### src/rtl/dct_ctrl_pkg.sv
// Shared types for the DCT row sequencer: bank states, default widths and
// pointer types used by the controller, its transpose banks and its interface.
package dct_ctrl_pkg;

  localparam int IW_DEF = 8;
  localparam int CW_DEF = 16;

  typedef enum logic [1:0] {
    BANK_EMPTY   = 2'd0,
    BANK_FILLING = 2'd1,
    BANK_FULL    = 2'd2
  } bank_state_e;

  typedef logic       bank_idx_t;
  typedef logic [1:0] rc_cnt_t;

  localparam bank_idx_t BANK_A   = 1'b0;
  localparam bank_idx_t BANK_B   = 1'b1;
  localparam rc_cnt_t   CNT_LAST = 2'd3;

  // A bank can take new rows until its last row has been captured.
  function automatic logic bank_accepts(input bank_state_e st);
    return (st == BANK_EMPTY) || (st == BANK_FILLING);
  endfunction

endpackage

### src/rtl/dct4_block_seq_if.sv
// Row-in / column-out stream bundle of the DCT sequencer. The master side
// drives rows and accepts columns; the slave side is the sequencer.
interface dct4_block_seq_if #(
  parameter int IW = dct_ctrl_pkg::IW_DEF,
  parameter int CW = dct_ctrl_pkg::CW_DEF
) ();

  logic          in_valid;
  logic          in_ready;
  logic [IW-1:0] in_x0;
  logic [IW-1:0] in_x1;
  logic [IW-1:0] in_x2;
  logic [IW-1:0] in_x3;
  logic          out_valid;
  logic          out_ready;
  logic [CW-1:0] out_c0;
  logic [CW-1:0] out_c1;
  logic [CW-1:0] out_c2;
  logic [CW-1:0] out_c3;
  logic          out_last;

  modport master (
    output in_valid, in_x0, in_x1, in_x2, in_x3, out_ready,
    input  in_ready, out_valid, out_c0, out_c1, out_c2, out_c3, out_last
  );

  modport slave (
    input  in_valid, in_x0, in_x1, in_x2, in_x3, out_ready,
    output in_ready, out_valid, out_c0, out_c1, out_c2, out_c3, out_last
  );

endinterface

### src/rtl/dct_tbuf_bank.sv
// One 4x4 transpose bank: a full row is written per cycle, a full column is
// read combinationally. Contents are deliberately not reset.
module dct_tbuf_bank
  import dct_ctrl_pkg::*;
#(
  parameter int CW = CW_DEF
) (
  input  logic          clk,
  input  logic          i_we,
  input  rc_cnt_t       i_row,
  input  logic [CW-1:0] i_d0,
  input  logic [CW-1:0] i_d1,
  input  logic [CW-1:0] i_d2,
  input  logic [CW-1:0] i_d3,
  input  rc_cnt_t       i_col,
  output logic [CW-1:0] o_q0,
  output logic [CW-1:0] o_q1,
  output logic [CW-1:0] o_q2,
  output logic [CW-1:0] o_q3
);

  logic [CW-1:0] r_mem [4][4];

  always_ff @(posedge clk) begin
    if (i_we) begin
      r_mem[i_row][2'd0] <= i_d0;
      r_mem[i_row][2'd1] <= i_d1;
      r_mem[i_row][2'd2] <= i_d2;
      r_mem[i_row][2'd3] <= i_d3;
    end
  end

  // Column k of the bank: element r comes from row r.
  always_comb begin
    o_q0 = r_mem[2'd0][i_col];
    o_q1 = r_mem[2'd1][i_col];
    o_q2 = r_mem[2'd2][i_col];
    o_q3 = r_mem[2'd3][i_col];
  end

endmodule

### src/rtl/dct4_block_seq.sv
// Row-pass sequencer for the external 4-point DCT core: feeds rows to the core,
// captures coefficients into ping-pong banks and drains them column-major.
module dct4_block_seq
  import dct_ctrl_pkg::*;
#(
  parameter int IW = IW_DEF,
  parameter int CW = CW_DEF
) (
  input  logic                 clk,
  input  logic                 rst_n,
  dct4_block_seq_if.slave      bus,
  output logic [IW-1:0]        dct_x0,
  output logic [IW-1:0]        dct_x1,
  output logic [IW-1:0]        dct_x2,
  output logic [IW-1:0]        dct_x3,
  input  logic [CW-1:0]        dct_y0,
  input  logic [CW-1:0]        dct_y1,
  input  logic [CW-1:0]        dct_y2,
  input  logic [CW-1:0]        dct_y3,
  output logic [15:0]          blk_cnt,
  output logic                 busy
);

  bank_state_e   r_state_a;
  bank_state_e   r_state_b;
  bank_state_e   w_state_a_nxt;
  bank_state_e   w_state_b_nxt;
  bank_state_e   w_wb_state;
  bank_state_e   w_rb_state;
  bank_idx_t     r_wb;
  bank_idx_t     r_rb;
  rc_cnt_t       r_wr;
  rc_cnt_t       r_rc;
  logic          r_s_vld;
  bank_idx_t     r_s_bank;
  rc_cnt_t       r_s_row;
  logic [IW-1:0] r_dct_x0;
  logic [IW-1:0] r_dct_x1;
  logic [IW-1:0] r_dct_x2;
  logic [IW-1:0] r_dct_x3;
  logic [15:0]   r_blk_cnt;

  logic          w_in_ready;
  logic          w_out_valid;
  logic          w_out_last;
  logic          w_busy;
  logic          w_in_fire;
  logic          w_out_fire;
  logic          w_cap_full;
  logic          w_blk_done;
  logic          w_we_a;
  logic          w_we_b;
  logic [CW-1:0] w_out_c0;
  logic [CW-1:0] w_out_c1;
  logic [CW-1:0] w_out_c2;
  logic [CW-1:0] w_out_c3;
  logic [CW-1:0] w_qa0, w_qa1, w_qa2, w_qa3;
  logic [CW-1:0] w_qb0, w_qb1, w_qb2, w_qb3;

  // A bank only advances one step per event; fill, capture and drain of the
  // same bank can never coincide because they require different states.
  function automatic bank_state_e bank_next(input bank_state_e st, input logic fill,
                                            input logic full, input logic drain);
    bank_state_e nx;
    case (st)
      BANK_EMPTY:   nx = fill  ? BANK_FILLING : BANK_EMPTY;
      BANK_FILLING: nx = full  ? BANK_FULL    : BANK_FILLING;
      BANK_FULL:    nx = drain ? BANK_EMPTY   : BANK_FULL;
      default:      nx = BANK_EMPTY;
    endcase
    return nx;
  endfunction

  assign w_in_fire  = bus.in_valid & w_in_ready;
  assign w_out_fire = w_out_valid & bus.out_ready;
  assign w_cap_full = r_s_vld & (r_s_row == CNT_LAST);
  assign w_blk_done = w_out_fire & (r_rc == CNT_LAST);
  assign w_we_a     = r_s_vld & (r_s_bank == BANK_A);
  assign w_we_b     = r_s_vld & (r_s_bank == BANK_B);

  always_ff @(posedge clk or negedge rst_n) begin
    if (!rst_n) begin
      r_state_a <= BANK_EMPTY;
      r_state_b <= BANK_EMPTY;
    end else begin
      r_state_a <= w_state_a_nxt;
      r_state_b <= w_state_b_nxt;
    end
  end

  always_comb begin
    w_state_a_nxt = bank_next(r_state_a, w_in_fire & (r_wb == BANK_A),
                              w_cap_full & (r_s_bank == BANK_A),
                              w_blk_done & (r_rb == BANK_A));
    w_state_b_nxt = bank_next(r_state_b, w_in_fire & (r_wb == BANK_B),
                              w_cap_full & (r_s_bank == BANK_B),
                              w_blk_done & (r_rb == BANK_B));
  end

  // Handshakes depend only on registered bank state, never on out_ready.
  always_comb begin
    w_wb_state  = (r_wb == BANK_A) ? r_state_a : r_state_b;
    w_rb_state  = (r_rb == BANK_A) ? r_state_a : r_state_b;
    w_in_ready  = bank_accepts(w_wb_state);
    w_out_valid = (w_rb_state == BANK_FULL);
    w_out_last  = w_out_valid & (r_rc == CNT_LAST);
    w_busy      = (r_state_a != BANK_EMPTY) | (r_state_b != BANK_EMPTY) | r_s_vld;
    if (!w_out_valid) begin
      w_out_c0 = {CW{1'b0}};
      w_out_c1 = {CW{1'b0}};
      w_out_c2 = {CW{1'b0}};
      w_out_c3 = {CW{1'b0}};
    end else if (r_rb == BANK_A) begin
      w_out_c0 = w_qa0;
      w_out_c1 = w_qa1;
      w_out_c2 = w_qa2;
      w_out_c3 = w_qa3;
    end else begin
      w_out_c0 = w_qb0;
      w_out_c1 = w_qb1;
      w_out_c2 = w_qb2;
      w_out_c3 = w_qb3;
    end
  end

  always_ff @(posedge clk or negedge rst_n) begin
    if (!rst_n) begin
      r_wb      <= BANK_A;
      r_rb      <= BANK_A;
      r_wr      <= 2'd0;
      r_rc      <= 2'd0;
      r_s_vld   <= 1'b0;
      r_s_bank  <= BANK_A;
      r_s_row   <= 2'd0;
      r_dct_x0  <= {IW{1'b0}};
      r_dct_x1  <= {IW{1'b0}};
      r_dct_x2  <= {IW{1'b0}};
      r_dct_x3  <= {IW{1'b0}};
      r_blk_cnt <= 16'd0;
    end else begin
      r_s_vld <= w_in_fire;
      if (w_in_fire) begin
        r_dct_x0 <= bus.in_x0;
        r_dct_x1 <= bus.in_x1;
        r_dct_x2 <= bus.in_x2;
        r_dct_x3 <= bus.in_x3;
        r_s_bank <= r_wb;
        r_s_row  <= r_wr;
        r_wr     <= r_wr + 2'd1;
        if (r_wr == CNT_LAST) begin
          r_wb <= ~r_wb;
        end
      end
      if (w_out_fire) begin
        r_rc <= r_rc + 2'd1;
        if (r_rc == CNT_LAST) begin
          r_rb      <= ~r_rb;
          r_blk_cnt <= r_blk_cnt + 16'd1;
        end
      end
    end
  end

  dct_tbuf_bank #(.CW(CW)) u_bank_a (
    .clk   (clk),
    .i_we  (w_we_a),
    .i_row (r_s_row),
    .i_d0  (dct_y0),
    .i_d1  (dct_y1),
    .i_d2  (dct_y2),
    .i_d3  (dct_y3),
    .i_col (r_rc),
    .o_q0  (w_qa0),
    .o_q1  (w_qa1),
    .o_q2  (w_qa2),
    .o_q3  (w_qa3)
  );

  dct_tbuf_bank #(.CW(CW)) u_bank_b (
    .clk   (clk),
    .i_we  (w_we_b),
    .i_row (r_s_row),
    .i_d0  (dct_y0),
    .i_d1  (dct_y1),
    .i_d2  (dct_y2),
    .i_d3  (dct_y3),
    .i_col (r_rc),
    .o_q0  (w_qb0),
    .o_q1  (w_qb1),
    .o_q2  (w_qb2),
    .o_q3  (w_qb3)
  );

  assign bus.in_ready  = w_in_ready;
  assign bus.out_valid = w_out_valid;
  assign bus.out_last  = w_out_last;
  assign bus.out_c0    = w_out_c0;
  assign bus.out_c1    = w_out_c1;
  assign bus.out_c2    = w_out_c2;
  assign bus.out_c3    = w_out_c3;
  assign dct_x0        = r_dct_x0;
  assign dct_x1        = r_dct_x1;
  assign dct_x2        = r_dct_x2;
  assign dct_x3        = r_dct_x3;
  assign blk_cnt       = r_blk_cnt;
  assign busy          = w_busy;

endmodule

### src/flat_wrapper.sv
// flat-port wrapper written by rule: the top's interface ports become plain ports
module dct4_block_seq_flat import dct_ctrl_pkg::*;
#(
  parameter int IW = IW_DEF,
  parameter int CW = CW_DEF
)
  (clk, rst_n, dct_x0, dct_x1, dct_x2, dct_x3, dct_y0, dct_y1, dct_y2, dct_y3, blk_cnt, busy, bus_in_valid, bus_in_x0, bus_in_x1, bus_in_x2, bus_in_x3, bus_out_ready, bus_in_ready, bus_out_valid, bus_out_c0, bus_out_c1, bus_out_c2, bus_out_c3, bus_out_last);
  dct4_block_seq_if #(.IW(IW), .CW(CW)) bus_i ();
  input  logic clk;
  input  logic rst_n;
  output logic [IW-1:0] dct_x0;
  output logic [IW-1:0] dct_x1;
  output logic [IW-1:0] dct_x2;
  output logic [IW-1:0] dct_x3;
  input  logic [CW-1:0] dct_y0;
  input  logic [CW-1:0] dct_y1;
  input  logic [CW-1:0] dct_y2;
  input  logic [CW-1:0] dct_y3;
  output logic [15:0] blk_cnt;
  output logic busy;
  input wire logic [$bits(bus_i.in_valid)-1:0] bus_in_valid;
  input wire logic [$bits(bus_i.in_x0)-1:0] bus_in_x0;
  input wire logic [$bits(bus_i.in_x1)-1:0] bus_in_x1;
  input wire logic [$bits(bus_i.in_x2)-1:0] bus_in_x2;
  input wire logic [$bits(bus_i.in_x3)-1:0] bus_in_x3;
  input wire logic [$bits(bus_i.out_ready)-1:0] bus_out_ready;
  output wire logic [$bits(bus_i.in_ready)-1:0] bus_in_ready;
  output wire logic [$bits(bus_i.out_valid)-1:0] bus_out_valid;
  output wire logic [$bits(bus_i.out_c0)-1:0] bus_out_c0;
  output wire logic [$bits(bus_i.out_c1)-1:0] bus_out_c1;
  output wire logic [$bits(bus_i.out_c2)-1:0] bus_out_c2;
  output wire logic [$bits(bus_i.out_c3)-1:0] bus_out_c3;
  output wire logic [$bits(bus_i.out_last)-1:0] bus_out_last;
  assign bus_i.in_valid = bus_in_valid;
  assign bus_i.in_x0 = bus_in_x0;
  assign bus_i.in_x1 = bus_in_x1;
  assign bus_i.in_x2 = bus_in_x2;
  assign bus_i.in_x3 = bus_in_x3;
  assign bus_i.out_ready = bus_out_ready;
  assign bus_in_ready = bus_i.in_ready;
  assign bus_out_valid = bus_i.out_valid;
  assign bus_out_c0 = bus_i.out_c0;
  assign bus_out_c1 = bus_i.out_c1;
  assign bus_out_c2 = bus_i.out_c2;
  assign bus_out_c3 = bus_i.out_c3;
  assign bus_out_last = bus_i.out_last;
  dct4_block_seq #(.IW(IW), .CW(CW)) u_core (.clk(clk), .rst_n(rst_n), .bus(bus_i), .dct_x0(dct_x0), .dct_x1(dct_x1), .dct_x2(dct_x2), .dct_x3(dct_x3), .dct_y0(dct_y0), .dct_y1(dct_y1), .dct_y2(dct_y2), .dct_y3(dct_y3), .blk_cnt(blk_cnt), .busy(busy));
endmodule
### config.mk
export PLATFORM = sky130hd
export DESIGN_NAME = dct4_block_seq_flat
export DESIGN_NICKNAME = d
export VERILOG_FILES = /design/src/rtl/dct_ctrl_pkg.sv /design/src/rtl/dct4_block_seq_if.sv /design/src/rtl/dct_tbuf_bank.sv /design/src/rtl/dct4_block_seq.sv /design/src/flat_wrapper.sv
export SDC_FILE = /design/constraint.sdc
export NUM_CORES = 1
export LEC_CHECK = 0
export CAP_MARGIN = 20
export CORE_MARGIN = 4
export CORE_UTILIZATION = 57
export CTS_CLUSTER_SIZE = 14
export DETAILED_ROUTE_END_ITERATION = 8
export PLACE_DENSITY = 0.79
export SLEW_MARGIN = 10
export SYNTH_ARGS = -nofsm -noshare
export SYNTH_HDL_FRONTEND = slang
export SYNTH_SLANG_ARGS = --single-unit
### constraint.sdc
create_clock -name clk -period 6.8 [get_ports clk]
set_input_delay 2.04 -clock clk [delete_from_list [all_inputs] [get_ports clk]]
set_output_delay 2.04 -clock clk [all_outputs]
set_load 0.03 [all_outputs]
==> flow_summary.ini <==
[floorplan]
pin_count = 216
initial_core_util_pct = 58.1
die_w_um = 204
floorplan.rows = 71
die_h_um = 204
fp.coreArea_um2 = 37800
dieArea_um2 = 41700

[setup_path]
critPathArrivalTime_ps = 3520
crit_chain = buf_12, mux4_2, mux2i_1, nor2_1, clkdlybuf4s50_1
critPathLaunchType = register
path_class = reg -> out
required_ps = 4760
cpPeakStageDelay_ps = 910
worstSetupEndpointType = primary output
worst-path-stages = 5
ff2ff_path_depth = 3
crit_family = buffers and inverters
path_max_fanout = 46
reg2reg_slack_ps = 4220
crit_slowest_cell = dfrtp_4
cp_num_buf_inv = 2

[layout]
area_growth_pct = 20.2
stdcell_area_um2 = 26400
drive_above_1_share_pct = 16.9
fin_nets = 1420
fill_cells = 2300

[placed_design]
io_buffer_count = 215
dpl_cell_area_um2 = 24700
place_hpwl_um = 24700
place.gp.congestion = 0.714

[timing]
max_freq_mhz = 180
finalSetupViolCount = 0
rsz0062_at_grt = false
period_share_pct = 81.8
max_slew_margin_pct = 32.5
tns_ps = 0
skew_ps = 12.7
final-hold-violation-count = 0
finalCriticalPeriod_ps = 5560
worst_pin_slew_ps = 1010
drv_slew = 0

[global_route]
grt_start_max_net_pins = 131
track_usage_pct = 21.3
grt_overflow_total = 0
grt_pass1_wl_um = 67800
grt_pass1_vias = 11644
grt_use_met1_pct = 30.2
grt_util_met3_pct = 4.24
antenna_found_initial = 3
met2_usage_pct = 34.6
busiest_layer = met2

[routing]
initialDrtViolationCount = 844
drc = 0
routed-via-count = 10792
routed_via_density = 5.76
ant_nets = 0
wl_um = 43400
avgRoutedWirePerCell_um = 23.2
drt-pass1-iter-count = 4

[min_path]
min_path_cells = 2
min_path_type = reg -> reg

[clock_tree]
htreeDepth = 2
cts-hold-fix-buffers = 0
cts_buffers = 54
cts-root-buf = clkbuf_16
clock_latency_ps = 580
clock_path_buffers = 3
cts_sinks = 574
path_clk_slew_ps = 60
post-cts-setup-buffers = 0
ctsResizeCount = 0
cts_tree = built

[logic_synthesis]
synthFlopType = edfxtp_1
synth-edff-count = 512
synth_warnings = 0
async_flop_share_pct = 10.8
synth_area_per_cell_um2 = 20.3
synth_cells = 1080
yosysUniqueCellTypes = 33
synthMostInstantiatedCell = edfxtp_1
yosysSeqAreaShare_pct = 77.2
synth_top_area_share_pct = 70.1
syn_area_um2 = 21900
synth_top_cell_by_area = edfxtp_1
ys_seq_elements = 574
synth.area.top_cells = edfxtp_1, mux4_2, dfrtp_1, mux2i_1, nand2_1
synth_fp_nets = 1183
synthTopCellsByCount = edfxtp_1, mux4_2, nand2_1, nor2_1, mux2i_1

[power_and_ir_drop]
p_leak_nw = 8.64
ir_drop_v = 0.000213
p_per_area_nw_per_um2 = 353

[outcome]
run_status = finished clean

[job]
drv_cap = 0
cells by family (layout without fill, tap and decap cells):
group                    Yosys count  count (layout)  share of synthesized area, %
flip-flops                       574             574                          77.2
AND/OR/NAND/NOR                  224             224                          4.18
multiplexers                     195             195                          16.2
buffers and inverters             52             332                         0.982
XOR/XNOR                          19              19                         0.759
AO/OA/AOI/OAI                     13              13                         0.457
adder cells (fa/ha/maj)            3               3                         0.171
other                              0               1                             0
cells in the final DEF (no fill, tap or decap), drive strengths merged, types with 2 or more instances in the layout:
cell type      synthesis  routed
mux2                   2       2
and4                   3       3
xor2                   6       6
nand2                123     123
nor3                   4       4
ha                     3       3
and2                   3       3
edfxtp               512     512
inv                    3       5
xnor2                 13      13
nand2b                 4       4
bufinv                 0       2
dfrtp                 62      62
buf                   27      16
o21ai                  5       5
nand3                  6       6
mux2i                 65      65
clkdlybuf4s50          0     214
nand4                  2       2
nand3b                 2       2
clkbuf                22      72
clkinv                 0      23
nor2                  73      73
a21oi                  5       5
mux4                 128     128
registers in the layout, summed over array words and instances, names as in the netlist, 2 cells and up:
name,flops
u_core.dct_x0,8
u_core.r_rc,2
u_core.u_bank_a.r_mem,256
u_core.dct_x1,8
u_core.r_wr,2
u_core.dct_x2,8
u_core.r_s_row,2
u_core.u_bank_b.r_mem,256
u_core.r_state_b,2
u_core.r_state_a,2
u_core.blk_cnt,16
u_core.dct_x3,8
through the flow:
step	setup slack [ps]	utilization [%]	hold slack (ps)	cells	power, mW
4_1_cts	1120	69.8	477	1871	9.39
3_5_place_dp	1740	65.5	461	1772	6.62
5_1_grt	967	69.8	486	1872	9.70
2_1_floorplan	1300	-	465	1080	5.99
6_report	1240	69.8	474	1872	9.29
3_3_place_gp	1780	65.4	457	1771	6.54
cell type report:
cell class / instances / area (µm²) / area share [%]
multi-input combinational: 454 / 4830 / 18.3
clock buffer: 72 / 1450 / 5.50
inverter: 3 / 11.3 / 0.0427
clock inverter: 27 / 174 / 0.660
timing repair buffer: 230 / 2300 / 8.75
sequential: 574 / 16900 / 64.3
tap: 511 / 639 / 2.43
antenna: 1 / 2.50 / 0.00950
metal layers:
metal / up-vias / part of all wire, %
met5: - / 0.035
met4: 4 / 2.2
met3: 77 / 6.3
met2: 363 / 50
met1: 5587 / 41
li1: 4761 / -
where the power goes:
part / total (mW) / switching (mW) / internal, mW / leakage, nW
Combinational: 1.86 / 0.993 / 0.872 / 2.42
Clock: 2.77 / 1.21 / 1.57 / 0.796
Sequential: 4.65 / 0.256 / 4.40 / 5.43
Total: 9.29 / 2.46 / 6.84 / 8.64
worst reg2reg max path: stages, from the launching register on:
cell      delay [ps]
dfrtp_1          410
nand2b_1         330
nor2_4           820
buf_4            640
final timing paths:
kind,startpoint,end
worst min register to register,u_core.dct_x1[2]$_DFFE_PN0N_,u_core.dct_x1[2]$_DFFE_PN0N_
worst max-delay path,u_core.r_rc[1]$_DFFE_PN0P_,bus_out_c0[5]
worst max register to register,u_core.r_s_bank$_DFFE_PN0N_,u_core.u_bank_a.r_mem[1][59]$_DFFE_PP_
max in group asynchronous,rst_n,u_core.r_rb$_DFFE_PN0N_
worst min-delay path,u_core.dct_x1[2]$_DFFE_PN0N_,u_core.dct_x1[2]$_DFFE_PN0N_
min in group asynchronous,rst_n,u_core.dct_x3[7]$_DFFE_PN0N_
Power figures use the tool's default switching activity.
